$ cat config.mk
export PLATFORM = sky130hd
export DESIGN_NAME = speck_round_encrypt
export DESIGN_NICKNAME = d
export VERILOG_FILES = /design/src/rtl/speck_round_encrypt.sv
export SDC_FILE = /design/constraint.sdc
export NUM_CORES = 1
export LEC_CHECK = 0
export ABC_AREA = 1
export CORE_ASPECT_RATIO = 0.5
export CORE_MARGIN = 5
export CORE_UTILIZATION = 55
export DETAILED_ROUTE_END_ITERATION = 12
export PLACE_DENSITY = 0.78
export REMOVE_ABC_BUFFERS = 1
export SYNTH_ARGS = -nofsm -noshare
export SYNTH_HDL_FRONTEND = slang
export SYNTH_SLANG_ARGS = --single-unit
$ cat constraint.sdc
create_clock -name clk -period 4.6 [get_ports clk]
set_input_delay 0.69 -clock clk [delete_from_list [all_inputs] [get_ports clk]]
set_output_delay 0.69 -clock clk [all_outputs]
set_load 0.02 [all_outputs]
$ cat src/rtl/speck_round_encrypt.sv
// Speck128 single-round datapath, one primitive step per FSM state, 6 cycles per round.
// Optional inverse round is compiled in when SPECK_DECRYPT_EN is defined (adds the decrypt port).
module speck_round_encrypt #(
   parameter int WORD_W = 64,
   parameter int ROT_X  = 8,
   parameter int ROT_Y  = 3
) (
   input  logic                  clk,
   input  logic                  rst_n,
   input  logic                  signal_start,
`ifdef SPECK_DECRYPT_EN
   input  logic                  decrypt,
`endif
   input  logic [2*WORD_W-1:0]   block_in,
   input  logic [WORD_W-1:0]     round_key,
   output logic [2*WORD_W-1:0]   block_out,
   output logic                  finished,
   output logic                  busy,
   output logic [2:0]            state_response
);

   // Handshake: signal_start is sampled only while IDLE; block_in, round_key (and decrypt)
   // are captured on that same edge. finished is a one-cycle strobe qualifying block_out,
   // and busy is high from the accept edge until the edge that raises finished.

   typedef enum logic [2:0] {
      ST_IDLE        = 3'd0,
      ST_ROR_X       = 3'd1,
      ST_ADD_XY      = 3'd2,
      ST_XOR_K_ROL_Y = 3'd3,
      ST_XOR_Y       = 3'd4,
      ST_OUTPUT      = 3'd5
   } state_t;

   state_t              state_q;
   logic [WORD_W-1:0]   x_q;
   logic [WORD_W-1:0]   y_q;
   logic [WORD_W-1:0]   k_q;
`ifdef SPECK_DECRYPT_EN
   logic                dec_q;
`endif

   function automatic logic [WORD_W-1:0] rot_r(input logic [WORD_W-1:0] v, input int n);
      return (v >> n) | (v << (WORD_W - n));
   endfunction

   function automatic logic [WORD_W-1:0] rot_l(input logic [WORD_W-1:0] v, input int n);
      return (v << n) | (v >> (WORD_W - n));
   endfunction

   always_ff @(posedge clk or negedge rst_n) begin
      if (!rst_n) begin
         state_q   <= ST_IDLE;
         x_q       <= '0;
         y_q       <= '0;
         k_q       <= '0;
         block_out <= '0;
         finished  <= 1'b0;
`ifdef SPECK_DECRYPT_EN
         dec_q     <= 1'b0;
`endif
      end else begin
         finished <= 1'b0;
         case (state_q)
            ST_IDLE: begin
               if (signal_start) begin
                  x_q     <= block_in[2*WORD_W-1:WORD_W];
                  y_q     <= block_in[WORD_W-1:0];
                  k_q     <= round_key;
`ifdef SPECK_DECRYPT_EN
                  dec_q   <= decrypt;
`endif
                  state_q <= ST_ROR_X;
               end
            end

            ST_ROR_X: begin
`ifdef SPECK_DECRYPT_EN
               if (dec_q) begin
                  y_q <= x_q ^ y_q;
               end else begin
                  x_q <= rot_r(x_q, ROT_X);
               end
`else
               x_q <= rot_r(x_q, ROT_X);
`endif
               state_q <= ST_ADD_XY;
            end

            ST_ADD_XY: begin
`ifdef SPECK_DECRYPT_EN
               if (dec_q) begin
                  y_q <= rot_r(y_q, ROT_Y);
               end else begin
                  x_q <= x_q + y_q;
               end
`else
               x_q <= x_q + y_q;
`endif
               state_q <= ST_XOR_K_ROL_Y;
            end

            ST_XOR_K_ROL_Y: begin
               x_q <= x_q ^ k_q;
`ifdef SPECK_DECRYPT_EN
               if (!dec_q) begin
                  y_q <= rot_l(y_q, ROT_Y);
               end
`else
               y_q <= rot_l(y_q, ROT_Y);
`endif
               state_q <= ST_XOR_Y;
            end

            // Encrypt mixes the keyed x into y; decrypt undoes the add and the x rotation.
            ST_XOR_Y: begin
`ifdef SPECK_DECRYPT_EN
               if (dec_q) begin
                  x_q <= rot_l(x_q - y_q, ROT_X);
               end else begin
                  y_q <= y_q ^ x_q;
               end
`else
               y_q <= y_q ^ x_q;
`endif
               state_q <= ST_OUTPUT;
            end

            ST_OUTPUT: begin
               block_out <= {x_q, y_q};
               finished  <= 1'b1;
               state_q   <= ST_IDLE;
            end

            // Encodings 6 and 7 recover to IDLE without touching block_out.
            default: begin
               state_q <= ST_IDLE;
            end
         endcase
      end
   end

   assign busy           = (state_q != ST_IDLE);
   assign state_response = state_q;

endmodule

# == Word level (Yosys, flattened, before mapping) ==
# Index checks and enable logic that the tools add are counted.
# totals
regBits,324
input_bits,195
output_inout_bits,133
wordCells,31
# classes
n_addsub,1
eq_ne,6
muxes,7
bitwise,4
reduce_logical,7
# ops
operator,n
64-bit case mux with 4 select lines,1
64-bit case mux with 3 select lines,1
64-bit 2-to-1 mux,2
64-bit bitwise XOR,2
64-bit adder,1
56-bit by 64-bit OR with 64-bit output,1
64-bit by 3-bit OR with 64-bit output,1
3-bit case mux with 5 select lines,1
3-bit by 2-bit == test with 1-bit output (second input constant),2
3-bit == test (second input constant),2
2-bit AND reduction,3
3-bit nonzero test,2
4-bit nonzero test,1
3-bit by 1-bit == test with 1-bit output (second input constant),1
3-bit logical NOT,1
3-bit 2-to-1 mux,1
2-bit != test (second input constant),1
1-bit 2-to-1 mux,1

# == Longest topological paths before layout ==
# depth
ltp_word,3
mapped_depth,18
ltp_nobuf,18

# == Worst setup path after synthesis ==
# OpenSTA, ideal clock, no wires.
# synth_timing
kind,register to register
startpoint,reg x_q[0]
endpoint,reg x_q[32]
setup_time_ns,0.116
t_arrival_ns,1.992
required_time_ns,4.484
path_slack_ns,2.491
path_stages_with_launch,15
n_path_buf,0
period_less_slack_ns,2.109
path_cell_list,dfrtp_1 -> ha_1 -> fa_1 -> nand3_1 -> nand3_1 -> nand2_1 -> nand2_1 -> nand2_1 -> nand2_1 -> a21oi_1 -> nand2_1 -> nand2_1 -> o21ai_0 -> nand2_1 -> nand2_1
# synth_via
elab_chain_cells,2
# synth_lines
item,line,source
start: declaration,36,logic [WORD_W-1:0] x_q;
start signal: assignment,67,x_q <= block_in[2*WORD_W-1:WORD_W];
start signal: assignment,85,"x_q <= rot_r(x_q, ROT_X);"
start signal: assignment,98,x_q <= x_q + y_q;
64-bit adder,98,
64-bit case mux with 4 select lines,64,case (state_q)
# No other way between the ends.
# A chain may end at the register's enable or synchronous reset.

# == Final worst setup path ==
# layout_timing
startpoint,"reg state_q[1], in the netlist state_response[1]"
endpoint,out busy
# layout_via
elab_chain_cells,1
# layout_lines
item,line,source
start: declaration,35,state_t state_q;
start signal: assignment,53,state_q <= ST_IDLE;
start signal: assignment,73,state_q <= ST_ROR_X;
start signal: assignment,87,state_q <= ST_ADD_XY;
3-bit nonzero test,143,assign busy = (state_q != ST_IDLE);
end: declaration,18,"output logic busy,"
# No other way between the ends.

==> flow_metrics.py <==
metrics = {
    "setup_path": {
        "cp_slowest_cell": "clkdlybuf4s50_1",
        "cp.required_ns": 3.91,
        "path_class": "register to output port",
        "path_buf_inv": 4,
        "cp_max_fo": 39,
        "crit_top_cell": "nor2_1",
        "cp.arrival_ns": 2.88,
        "path_cells": "nor2_1, inv_2, buf_4, nor2_1, inv_1, clkdlybuf4s50_1",
        "crit_path_start_kind": "register",
        "cp_top_family": "buffers and inverters",
        "critical_path.max_stage_delay_ns": 0.62,
        "crit_path_end_kind": "output port",
    },
    "routing": {
        "drtPass1Iterations": 6,
        "drt_iter0_drc": 2880,
        "post_drt_wl_per_cell_microns": 22.5,
        "drc": 0,
        "vias": 21500,
        "wirelength_mm": 83.1,
        "ant_nets": 0,
        "via_per_inst": 5.82,
    },
    "global_routing": {
        "antenna_found_initial": 1,
        "grt_pass1_wl_mm": 125,
        "grt_pass1_vias": 20600,
        "grt_use_total_pct": 38.2,
        "grt_max_degree": 112,
        "grt_overflow": 0,
    },
    "place": {
        "routabilityCongestion": 1.07,
        "port_buffers": 327,
        "post-dp-hpwl_mm": 63.1,
    },
    "sta": {
        "finalClockSkew_ns": 0.0149,
        "hold_violations": 0,
        "whs_ns": 0.130,
        "fmax_ghz": 0.280,
        "fin_crit_sh_pct": 77.6,
        "fin_crit_ns": 3.57,
        "relSlewSlack_pct": 32.2,
        "tightest_slew_ns": 1.02,
        "setup_violations": 0,
        "fin_tns_setup_ns": 0,
        "rsz0062_at_grt": "no",
        "drv_slew": 0,
    },
    "cells_and_area": {
        "drive_gt1_share_pct": 7.49,
        "fillers": 3111,
        "syn_to_final_growth_pct": 22.4,
        "final_common_cell": "nand2_1",
        "final_cell_mix": "951 x nand2_1, 427 x inv_1, 326 x clkdlybuf4s50_1, 324 x dfrtp_1, 259 x nor2_1",
        "fin_nets": 3438,
        "fin_util_pct": 68.4,
    },
    "synth": {
        "synth_top_family_by_area": "simple AND/OR/NAND/NOR gates",
        "synth_simple_gate_area_share_pct": 26.8,
        "netlist_area_sq_um": 21000,
        "ys_seq_area_share_pct": 38.6,
        "syn_inst": 2903,
        "synth-xor-area-share_pct": 1.88,
        "synthMuxAreaShare_pct": 6.92,
        "synth-warning-count": 0,
        "ys_types": 38,
        "syn_avg_cell_area_sq_um": 7.23,
        "synth-seq-cells": 324,
        "synth_adder_area_share_pct": 3.85,
        "synth_compound_area_share_pct": 12.1,
    },
    "floorplan": {
        "placeableCoreArea_sq_um": 37500,
        "io_pins": 328,
        "fp.dieH_microns": 148,
        "dieArea_sq_um": 42400,
        "fp.dieW_microns": 286,
        "rows": 50,
        "initial_utilization_pct": 55.9,
    },
    "clocking": {
        "cts-resized-gates": 0,
        "postCtsHoldBufs": 0,
        "cts_sinks": 324,
        "path_clk_slew_ns": 0.07,
        "cts_tree": "built",
        "htreeDepth": 1,
        "cts_buffers": 30,
        "cts_setup_buffers": 0,
        "cts_root_buffer": "clkbuf_16",
        "clk_latency_ns": 0.60,
        "cts_max_path_buffers": 3,
    },
    "run_status": {
        "status": "finished, final reports clean",
    },
    "min_path": {
        "hold_path_class": "input port to asynchronous set/reset pin",
    },
    "flow_run": {
        "maxCapViolations": 0,
    },
}
==> metrics by stage <==
stage,setup WS (ns),std cells,area [sq um]
finish,1.03,3698,25700
global route,0.938,3698,25700
CTS,1.05,3697,25700
detailed placement,1.51,3641,24700
global placement,1.61,3641,24700
floorplan,-4.67,2799,20500
==> worst paths after layout <==
| kind | startpoint | endpoint | slack (ns) | cells after the start |
|---|---|---|---|---|
| min in group clk | block_out[47] | block_out[47] | 0.49 | 1 |
| max in group asynchronous | rst_n | block_out[30] | 3.43 | 2 |
| setup reg to reg | state_response[2] | y_q[13] | 1.31 | 9 |
| hold reg to reg | block_out[47] | block_out[47] | 0.49 | 1 |
| setup / recovery | state_response[1] | busy | 1.03 | 6 |
| hold / removal | rst_n | block_out[56] | 0.13 | 1 |
==> cell type report <==
class                      count  area, sq um  area share (%)
sequential                   324         8110            31.6
antenna                        1         2.50         0.00974
tap                          494          618            2.41
timing repair buffer         348         3500            13.6
clock buffer                  44          865            3.37
inverter                     432         1620            6.31
multi-input combinational   2043        10900            42.2
clock inverter                12          126           0.492
==> layer usage <==
layer	track usage [%]	routed length [microns]
met2	53.6	33300
met3	8.44	10600
met5	0	0
met1	60.1	37000
met4	8.45	2170
==> cells in the mapped netlist, drive strengths merged <==
cell / n / share of area (%)
nand2: 953 / 17
inv: 432 / 7.7
dfrtp: 324 / 39
nor2: 263 / 4.8
a21oi: 155 / 3.7
nand3: 139 / 3.3
mux2: 129 / 6.9
a221oi: 63 / 2.8
ha: 63 / 3.8
o21a: 63 / 2.3
buf: 53 / 1.3
clkbuf: 51 / 0.91
o22ai: 47 / 1.4
o21ai: 40 / 0.95
xor2: 39 / 1.6
or2: 21 / 0.63
nand4: 15 / 0.45
nor3: 15 / 0.41
a21boi: 7 / 0.25
a31oi: 6 / 0.18
xnor2: 6 / 0.25
o211ai: 4 / 0.14
o21bai: 4 / 0.14
and2: 3 / 0.089
nor4: 2 / 0.060
o2111ai: 2 / 0.083
a22oi: 1 / 0.036
a41oi: 1 / 0.042
fa: 1 / 0.095
o221ai: 1 / 0.042
==> worst register-to-register path: stages (launching register included) <==
cell	delay, ns
dfrtp_1	0.58
inv_1	0.25
nor2_4	0.62
inv_1	0.14
nand2_1	0.13
inv_2	0.30
nand2_4	0.52
buf_4	0.43
nor2_1	0.10
a21oi_1	0.15
==> cell families (layout without fill, tap and decap cells) <==
group,Yosys count,in the layout
XOR/XNOR,45,45
flip-flops,324,324
adder cells (fa/ha/maj),64,64
buffers and inverters,536,836
multiplexers,129,129
other,0,1
AND/OR/NAND/NOR,1411,1411
AO/OA/AOI/OAI,394,394
==> state kept, by name, indices dropped and copies added (netlist names) <==
register / count
finished: 1
y_q: 64
x_q: 64
k_q: 64
block_out: 128
state_response: 3
Power is not shown: default switching activity piles up to over one toggle a cycle in this logic, so the estimate is an artifact.
